$ cat src/rtl/serial_adder.sv
// Bit-serial adder, LSB first, with valid/ready handshakes on both sides.
// Optional carry-in port is enabled by defining SERIAL_ADDER_CIN_EN.
module serial_adder #(
  parameter int WIDTH = 8
) (
  input  logic             clk,
  input  logic             rst,
  input  logic             in_valid,
  output logic             in_ready,
`ifdef SERIAL_ADDER_CIN_EN
  input  logic             cin,
`endif
  input  logic [WIDTH-1:0] in_a,
  input  logic [WIDTH-1:0] in_b,
  output logic             out_valid,
  input  logic             out_ready,
  output logic [WIDTH-1:0] out_sum,
  output logic             out_cout,
  output logic             busy
);

  localparam int CNT_W = $clog2(WIDTH);
  localparam logic [CNT_W-1:0] LAST_BIT = CNT_W'(WIDTH - 1);

  typedef enum logic [1:0] {
    IDLE  = 2'd0,
    SHIFT = 2'd1,
    DONE  = 2'd2
  } state_t;

  state_t             state_q, state_d;
  logic [WIDTH-1:0]   a_q, a_d;
  logic [WIDTH-1:0]   b_q, b_d;
  logic [WIDTH-1:0]   res_q, res_d;
  logic               carry_q, carry_d;
  logic [CNT_W-1:0]   cnt_q, cnt_d;
  logic               cin_s;
  logic [1:0]         fa;

  // Returns {carry_out, sum} of a single-bit full add.
  function automatic logic [1:0] full_add(input logic a, input logic b, input logic c);
    logic s;
    logic co;
    s  = a ^ b ^ c;
    co = (a & b) | (c & (a ^ b));
    return {co, s};
  endfunction

`ifdef SERIAL_ADDER_CIN_EN
  assign cin_s = cin;
`else
  assign cin_s = 1'b0;
`endif

  assign fa = full_add(a_q[0], b_q[0], carry_q);

  always_comb begin
    state_d = state_q;
    a_d     = a_q;
    b_d     = b_q;
    res_d   = res_q;
    carry_d = carry_q;
    cnt_d   = cnt_q;
    case (state_q)
      IDLE: begin
        if (in_valid) begin
          a_d     = in_a;
          b_d     = in_b;
          carry_d = cin_s;
          cnt_d   = '0;
          state_d = SHIFT;
        end
      end
      SHIFT: begin
        // Sum bits enter at the MSB so the result is aligned after WIDTH shifts.
        res_d   = {fa[0], res_q[WIDTH-1:1]};
        a_d     = a_q >> 1;
        b_d     = b_q >> 1;
        carry_d = fa[1];
        cnt_d   = cnt_q + 1'b1;
        if (cnt_q == LAST_BIT) begin
          state_d = DONE;
        end
      end
      DONE: begin
        if (out_ready) begin
          state_d = IDLE;
        end
      end
      default: state_d = IDLE;
    endcase
  end

  always_ff @(posedge clk or posedge rst) begin
    if (rst) begin
      state_q <= IDLE;
      a_q     <= '0;
      b_q     <= '0;
      res_q   <= '0;
      carry_q <= 1'b0;
      cnt_q   <= '0;
    end else begin
      state_q <= state_d;
      a_q     <= a_d;
      b_q     <= b_d;
      res_q   <= res_d;
      carry_q <= carry_d;
      cnt_q   <= cnt_d;
    end
  end

  assign in_ready  = (state_q == IDLE);
  assign out_valid = (state_q == DONE);
  assign busy      = (state_q != IDLE);
  assign out_sum   = res_q;
  assign out_cout  = carry_q;

endmodule
$ cat config.mk
export PLATFORM = sky130hd
export DESIGN_NAME = serial_adder
export DESIGN_NICKNAME = d
export VERILOG_FILES = /design/src/rtl/serial_adder.sv
export SDC_FILE = /design/constraint.sdc
export NUM_CORES = 1
export LEC_CHECK = 0
export CORE_ASPECT_RATIO = 0.6
export CORE_MARGIN = 2
export CORE_UTILIZATION = 40
export CTS_BUF_LIST = sky130_fd_sc_hd__clkbuf_4 sky130_fd_sc_hd__clkbuf_8
export DETAILED_ROUTE_END_ITERATION = 10
export HOLD_SLACK_MARGIN = 0.08
export PLACE_DENSITY = 0.68
export SYNTH_ARGS = -nofsm -noshare
export SYNTH_HDL_FRONTEND = slang
export SYNTH_SLANG_ARGS = --single-unit
export TNS_END_PERCENT = 1
$ cat constraint.sdc
create_clock -name clk -period 1.7 [get_ports clk]
set_input_delay 0.17 -clock clk [delete_from_list [all_inputs] [get_ports clk]]
set_output_delay 0.17 -clock clk [all_outputs]
set_load 0.005 [all_outputs]
==> Yosys cells after proc, flatten, opt, wreduce, memory -nomap -nowiden <==
Cells that the tools add are included.
{ "totals": {"regBits": 30, "inputBits": 20, "out_inout_bits": 12, "word_cells": 35} }
{ "op_classes": {"n_addsub": 1, "eq_ne": 6, "mux": 12, "n_bitwise": 5, "reduce_logical": 5} }
{ "op_table": {"columns": ["cell", "count"], "rows": [
  ["$pmux 8 s2", 2],
  ["$mux 8", 2],
  ["$mux 2", 3],
  ["$pmux 2 s3", 1],
  ["$pmux 3 s2", 1],
  ["$ne 2x2->1 const B", 2],
  ["$reduce_bool 2->1", 2],
  ["$add 3x1->3 const B", 1],
  ["$eq 3x3->1 const B", 1],
  ["$mux 3", 1],
  ["$reduce_and 3->1", 1],
  ["$and 1x1->1", 2],
  ["$eq 2x1->1 const B", 1],
  ["$eq 2x2->1 const B", 1],
  ["$logic_not 2->1", 1],
  ["$ne 2x1->1 const B", 1],
  ["$pmux 1 s2", 1],
  ["$reduce_and 2->1", 1],
  ["$xor 1x1->1", 2],
  ["$mux 1", 1],
  ["$or 1x1->1", 1]
]} }

==> Depth between registers and ports, before layout <==
Gate-level depths: netlist (run 1).
{ "logic_depth": {"depth_word": 4, "mapped_depth": 5, "ltp_nobuf": 4} }

==> Worst setup path before layout (run 1) <==
No wires, ideal clock.
{ "synth_path": {"path_kind": "reg-to-reg", "startpoint": "reg state_q[1]", "endpoint": "reg res_q[0] (netlist: out_sum[0])", "setup_ps": 125, "t_arrival_ps": 1153, "required_time_ps": 1575, "slack_ps": 422, "stages_incl_launch_ff": 6, "n_path_buf": 3, "synth_period_minus_slack_ps": 1278, "path_cell_list": "dfrtp_1 -> buf_4 -> nor2b_2 -> buf_6 -> buf_6 -> mux2_2"} }
{ "synth_via": {"elab_chain_len": 1} }
{ "synth_rtl": {"columns": ["element", "line", "source"], "rows": [
  ["start: declaration", "31", "state_t state_q, state_d;"],
  ["start signal: assignment", "103", "state_q <= state_d;"],
  ["$eq 2x1->1", "64", "case (state_q)"],
  ["end signal: assignment", "106", "res_q <= res_d;"],
  ["end: declaration", "34", "logic [WIDTH-1:0] res_q, res_d;"]
]} }
Every way passes these cells.
A chain may end at the register's enable or synchronous reset.

==> Worst setup path in the final report (run 1) <==
{ "layout_path": {"startpoint": "reg state_q[1]", "endpoint": "out in_ready"} }
{ "layout_via": {"elab_chain_len": 1} }
{ "layout_rtl": {"columns": ["element", "line", "source"], "rows": [
  ["$logic_not 2->1", "112", "assign in_ready = (state_q == IDLE);"],
  ["end: declaration", "9", "output logic in_ready,"]
]} }
Every way passes these cells.

==> results of run 1 <==
layout by cell type, fill, tap and decap left out, drive strengths merged:
cell and instances:
buf 9, a211oi 10, a21oi 1, nor2b 6
nor3b 13, nand2b 2, nor4b 10, ha 2
fa 1, clkdlybuf4s50 31, clkbuf 7, a221oi 3
nor2 1, mux2i 1, dfrtp 30, a222oi 1
clkinv 1, a32o 2, mux2 8, o21bai 1
a22o 4, inv 20
path summary, 6_finish.rpt:
kind | slack [ns] | endpoint | startpoint
worst max register to register | 0.38 | out_sum[5] | state_q[0]
worst min-delay path | 0.26 | b_q[0] | rst
min in group clk | 0.50 | a_q[7] | a_q[7]
worst max-delay path | 0.05 | in_ready | state_q[1]
worst min register to register | 0.50 | a_q[7] | a_q[7]
max in group asynchronous | 1.13 | state_q[1] | rst
power groups by stage:
stage	Combinational, mW	Sequential, mW	Clock [mW]
5_1_grt	1.65	1.34	0.664
6_report	1.47	1.28	0.607
3_3_place_gp	1.43	1.27	0
2_1_floorplan	1.00	1.23	0
3_5_place_dp	1.48	1.29	0
4_1_cts	1.49	1.28	0.625
cell type report:
class	instances	area (um^2)
inverter	20	75.07
clock inverter	1	5.005
tap	45	56.30
clock buffer	7	90.09
sequential	30	753.2
timing repair buffer	40	377.9
fill	281	1440
multi-input combinational	66	565.5
flip-flops by register name, summed over array words and instances (netlist names):
name,flops
a_q,8
b_q,8
out_sum,8
cnt_q,3
state_q,2
out_cout,1
timing repair:
| item | 4_1_cts | 5_1_grt |
|---|---|---|
| gates resized for setup | 0 | 2 |
| endpoints found under the setup margin | 0 | 3 |
| hold buffers | 0 | 0 |
synth_stat cells, types with 3 or more instances:
cell,instances,share of area (%)
a211oi_1,10,5.2
a221oi_1,3,1.8
a22o_1,4,2.4
buf_2,5,1.7
clkbuf_1,3,0.77
dfrtp_1,30,52
inv_1,20,5.2
mux2_2,8,6.2
nor2b_1,5,2.1
nor3b_1,13,6.7
nor4b_1,10,6.0
logic make-up after synthesis:
kind of cell	count (synthesis)	synth area share [%]
fa+ha+maj	3	3.090
buf+inv	31	9.699
mux	9	6.867
flops	30	51.50
compound gates	22	12.27
simple gates	32	16.57
worst max-delay path, delay by kind of cell (launching register included):
kind | cells | cell delay [ns]
buffers and inverters | 1 | 0.54
flip-flops | 1 | 0.45
AND/OR/NAND/NOR | 1 | 0.20
per-stage QoR:
| stage | hold slack, ns | setup slack (ns) | total power, mW | instances |
|---|---|---|---|---|
| 3_3_place_gp | 0.4865 | 0.3597 | 2.699 | 201 |
| 4_1_cts | 0.2630 | 0.02381 | 3.401 | 209 |
| 6_report | 0.2588 | 0.05406 | 3.361 | 209 |
| 2_1_floorplan | 0.2608 | 0.4221 | 2.231 | 127 |
| 3_5_place_dp | 0.4897 | 0.3313 | 2.777 | 201 |
| 5_1_grt | 0.3122 | 0.01612 | 3.648 | 209 |
per-layer routing:
layer  vias to the layer above  part of all wire [%]  wire length, um  GRT usage [%]
met3                         3                   6.3              185          6.295
met4                         0                   1.2               35          8.611
li1                        519                     -                -              -
met1                       515                    51             1503          24.40
met5                         -                     0                0              0
met2                        26                    41             1215          21.41
==> impl_metrics.yaml, run 1 <==
status:
  status: "complete, no violations"
final_layout:
  postLayoutCoreUtil_pct: 57.18
  finalNetCount: 186
  fin_area_um2: 1923
  drive_gt1_share_pct: 17.07
  syn_to_final_growth_pct: 31.93
  antenna_cells: 0
timing:
  fin_skew_ns: 0.005149
  setup_tns_ns: 0
  rsz0062_at_grt: "no"
  relSlewSlack_pct: 73.76
  period_share_pct: 96.82
  finalCriticalPeriod_ns: 1.646
  hold_viol_final: 0
  tightest_slew_ns: 0.3936
  setup_viol_count_final: 0
  drv_slew: 0
  fmax_mhz: 607.6
power_and_ir_drop:
  power.net_switching_mw: 1.099
  combPwrFrac_pct: 43.9
  switching_share_pct: 32.70
  power.leakage_nw: 0.8401
  peakVddDrop_mv: 0.6903
  clkPwrFrac_pct: 18.1
  power_frac_seq_pct: 38.1
  powerDensity_nw_per_um2: 1748
  internal-power_mw: 2.262
setup_path:
  slowest_stage: "clkdlybuf4s50_1"
  worst-path-max-fanout: 8
  worstPathArrival_ns: 1.48
  crit_required_ns: 1.53
  critPathLaunchType: "flop"
  cpPeakStageDelay_ns: 0.54
  r2r_cells: 3
  path_cells: "nor2_1 -> clkdlybuf4s50_1"
  worstSetupPathType: "flop to primary output"
  end_kind: "primary output"
floorplanning:
  initial_core_util_pct: 43.34
  num_rows: 16
  io_pins: 32
  coreArea_um2: 3363
  die_w_um: 81.93
  dieHeight_um: 50.76
  dieArea_um2: 4159
placed_design:
  gp_congestion: 0.7754
  hpwl_um: 2127
  placed_area_um2: 1826
  io_buffers: 31
logic_synthesis:
  synth_warnings: 0
  ys_seq_area_share_pct: 51.50
  postSynthCellCount: 127
  netlist_area_um2: 1458
  syn-num-nets: 150
  synth-seq-cells: 30
  synth-async-reset-ratio_pct: 100.0
  syn_area_per_cell_um2: 11.48
  synth_edf_count: 0
  synth-main-ff-cell: "dfrtp_1"
  synth.distinct_cells: 23
global_routing:
  track_usage_pct: 16.83
  grt_pass1_wl_um: 5071
  antenna_found_initial: 0
  grt_start_max_net_pins: 31
  gr-total-overflow: 0
  grt_pass1_vias: 1037
clock_tree:
  htreeDepth: 2
  cts_tree: "built"
  clkSinkCount: 30
  ctsRootBufferMaster: "clkbuf_8"
  max-clock-path-buffers: 2
  clk_pin_slew_ns: 0.06
  clkLatencyLatePin_ns: 0.28
  post_cts_buffers: 0
  cts_inserted_buffers: 5
detailed_routing:
  drt_iter0_markers: 31
  drcViolationCount: 0
  via_per_inst: 5.086
  wire_per_inst_um: 14.06
  ant_nets: 0
  wirelength_um: 2939
  firstDrtPassIters: 4
  vias: 1063
run:
  maxCapViolCount: 0
hold_path:
  hold_path.class: "input port to asynchronous set/reset pin"
Power figures use the tool's default switching activity.
==> run 2, diff against run 1 <==
--- a/config.mk
+++ b/config.mk
@@ -11,7 +11,7 @@
 export CTS_BUF_LIST = sky130_fd_sc_hd__clkbuf_4 sky130_fd_sc_hd__clkbuf_8
 export DETAILED_ROUTE_END_ITERATION = 10
 export HOLD_SLACK_MARGIN = 0.08
-export PLACE_DENSITY = 0.68
+export PLACE_DENSITY = 0.77
 export SYNTH_ARGS = -nofsm -noshare
 export SYNTH_HDL_FRONTEND = slang
 export SYNTH_SLANG_ARGS = --single-unit
==> run 2 against run 1 <==
Setup slack improved by 0.052 ns. Sequential power hardly changed. Critical path depth unchanged. Fmax up 3.3%. Final area is 0.65% higher. Non-clock buffer count is 1 lower. Core utilization increased by 0.37 points. Flip-flop and latch count unchanged. Routed wire length increased by 2.5%. Critical endpoint unchanged. Largest power group unchanged.
==> impl_metrics.yaml, run 2 (same netlist as run 1, synthesis figures left out) <==
floorplanning:
  initial_core_util_pct: 43.34
  dieArea_um2: 4159
  num_rows: 16
  io_pins: 32
  dieHeight_um: 50.76
  die_w_um: 81.93
  coreArea_um2: 3363
global_routing:
  gr-total-overflow: 0
  antenna_found_initial: 0
  grt_pass1_vias: 1096
  grt_pass1_wl_um: 5106
  grt_start_max_net_pins: 31
  track_usage_pct: 16.67
power_and_ir_drop:
  power.net_switching_mw: 1.103
  switching_share_pct: 32.17
  clkPwrFrac_pct: 19.4
  power_mw: 3.430
  combPwrFrac_pct: 42.9
  power_frac_seq_pct: 37.6
  peakVddDrop_mv: 0.9623
  powerDensity_nw_per_um2: 1772
  internal-power_mw: 2.326
  power.leakage_nw: 0.8411
setup_path:
  r2r_end: "out_sum[3]"
  r2r_cells: 3
  cp_top_family: "buffers and inverters"
  r2r_start: "state_q[0]"
  worstPathArrival_ns: 1.42
  end_kind: "primary output"
  crit_required_ns: 1.53
  worst-path-max-fanout: 10
  path_cells: "nor2_2 -> clkdlybuf4s50_1"
  startpoint: "state_q[0]"
  cp.depth: 2
  cpPeakStageDelay_ns: 0.52
  crit_buf_inv: 1
  endpoint: "in_ready"
  critPathLaunchType: "flop"
  worstSetupPathType: "flop to primary output"
  slowest_stage: "clkdlybuf4s50_1"
  regToRegSetupSlack_ns: 0.39
detailed_routing:
  ant_nets: 0
  via_per_inst: 5.260
  wire_per_inst_um: 14.49
  wirelength_um: 3013
  drcViolationCount: 0
  drt_iter0_markers: 23
  firstDrtPassIters: 4
  vias: 1094
clock_tree:
  post_cts_buffers: 0
  ctsRootBufferMaster: "clkbuf_8"
  max-clock-path-buffers: 2
  cts_tree: "built"
  clkLatencyLatePin_ns: 0.28
  cts_inserted_buffers: 5
  clkSinkCount: 30
  clk_pin_slew_ns: 0.06
  htreeDepth: 2
timing:
  period_share_pct: 93.74
  fin_skew_ns: 0.002075
  setup_tns_ns: 0
  setup_viol_count_final: 0
  drv_slew: 0
  hold_viol_final: 0
  rsz0062_at_grt: "no"
  finalCriticalPeriod_ns: 1.594
  fmax_mhz: 627.5
  tightest_slew_ns: 0.3735
  relSlewSlack_pct: 75.10
placed_design:
  gp_congestion: 0.7475
  hpwl_um: 2156
  io_buffers: 31
final_layout:
  syn_to_final_growth_pct: 32.79
  final_common_cell: "clkdlybuf4s50_1"
  drive_gt1_share_pct: 17.79
  layout_common_cells: "clkdlybuf4s50_1 (31), dfrtp_1 (28), inv_1 (20), nor3b_1 (13)"
  finalNetCount: 185
  antenna_cells: 0
status:
  status: "complete, no violations"
hold_path:
  hold_path.class: "input port to asynchronous set/reset pin"
run:
  maxCapViolCount: 0
run 2: how the worst min path moves through the flow:
stage | startpoint | to | slack (ns) | depth (start not counted)
finish | rst | a_q[0] | 0.27 | 3
global route | rst | a_q[0] | 0.35 | 3
CTS | rst | b_q[1] | 0.28 | 3
detailed placement | b_q[7] | b_q[7] | 0.49 | 1
global placement | a_q[7] | a_q[7] | 0.48 | 1
floorplan | rst | a_q[0] | 0.26 | 1
run 2: area by class of cell:
class / count / area, um^2
fill: 303 / 1428
sequential: 30 / 753.2
multi-input combinational: 66 / 570.5
timing repair buffer: 39 / 370.4
clock buffer: 8 / 110.1
inverter: 20 / 75.07
tap: 45 / 56.30
run 2: power by group through the flow:
stage	clock network (mW)	logic, mW	registers (mW)
3_5_place_dp	0	1.48	1.30
4_1_cts	0.681	1.49	1.29
2_1_floorplan	0	1.00	1.23
5_1_grt	0.709	1.63	1.34
6_report	0.666	1.47	1.29
3_3_place_gp	0	1.40	1.27
run 2: stage by stage:
stage / std cells / setup slack (ns) / hold WS [ns] / utilization [%] / cell area, um^2
after floorplan: 127 / 0.4221 / 0.2608 / - / 1458
after global placement: 200 / 0.2979 / 0.4767 / 54.06 / 1818
after detailed placement: 200 / 0.2294 / 0.4948 / 54.06 / 1818
after CTS: 208 / 0.04484 / 0.2828 / 57.40 / 1931
after global routing: 208 / 0.02523 / 0.3503 / 57.55 / 1936
final: 208 / 0.1065 / 0.2721 / 57.55 / 1936
run 2: worst register-to-register path: stages, from the launching register on:
cell,delay [ns]
dfrtp_2,0.46
nor2b_2,0.17
buf_4,0.21
mux2_2,0.36
run 2: timing repair:
item                       4_1_cts  5_1_grt
setup endpoints to repair        1        2
hold buffers                     0        0
resized for setup                1        3
pin swaps                        0        0
run 2: routing by layer:
layer / global-route usage (%) / vias to the layer above / routed length [um]
li1: - / 518 / -
met1: 21.96 / 537 / 1436
met2: 25.07 / 32 / 1345
met3: 6.295 / 7 / 197
met4: 5.833 / 0 / 34
met5: 0 / - / 0
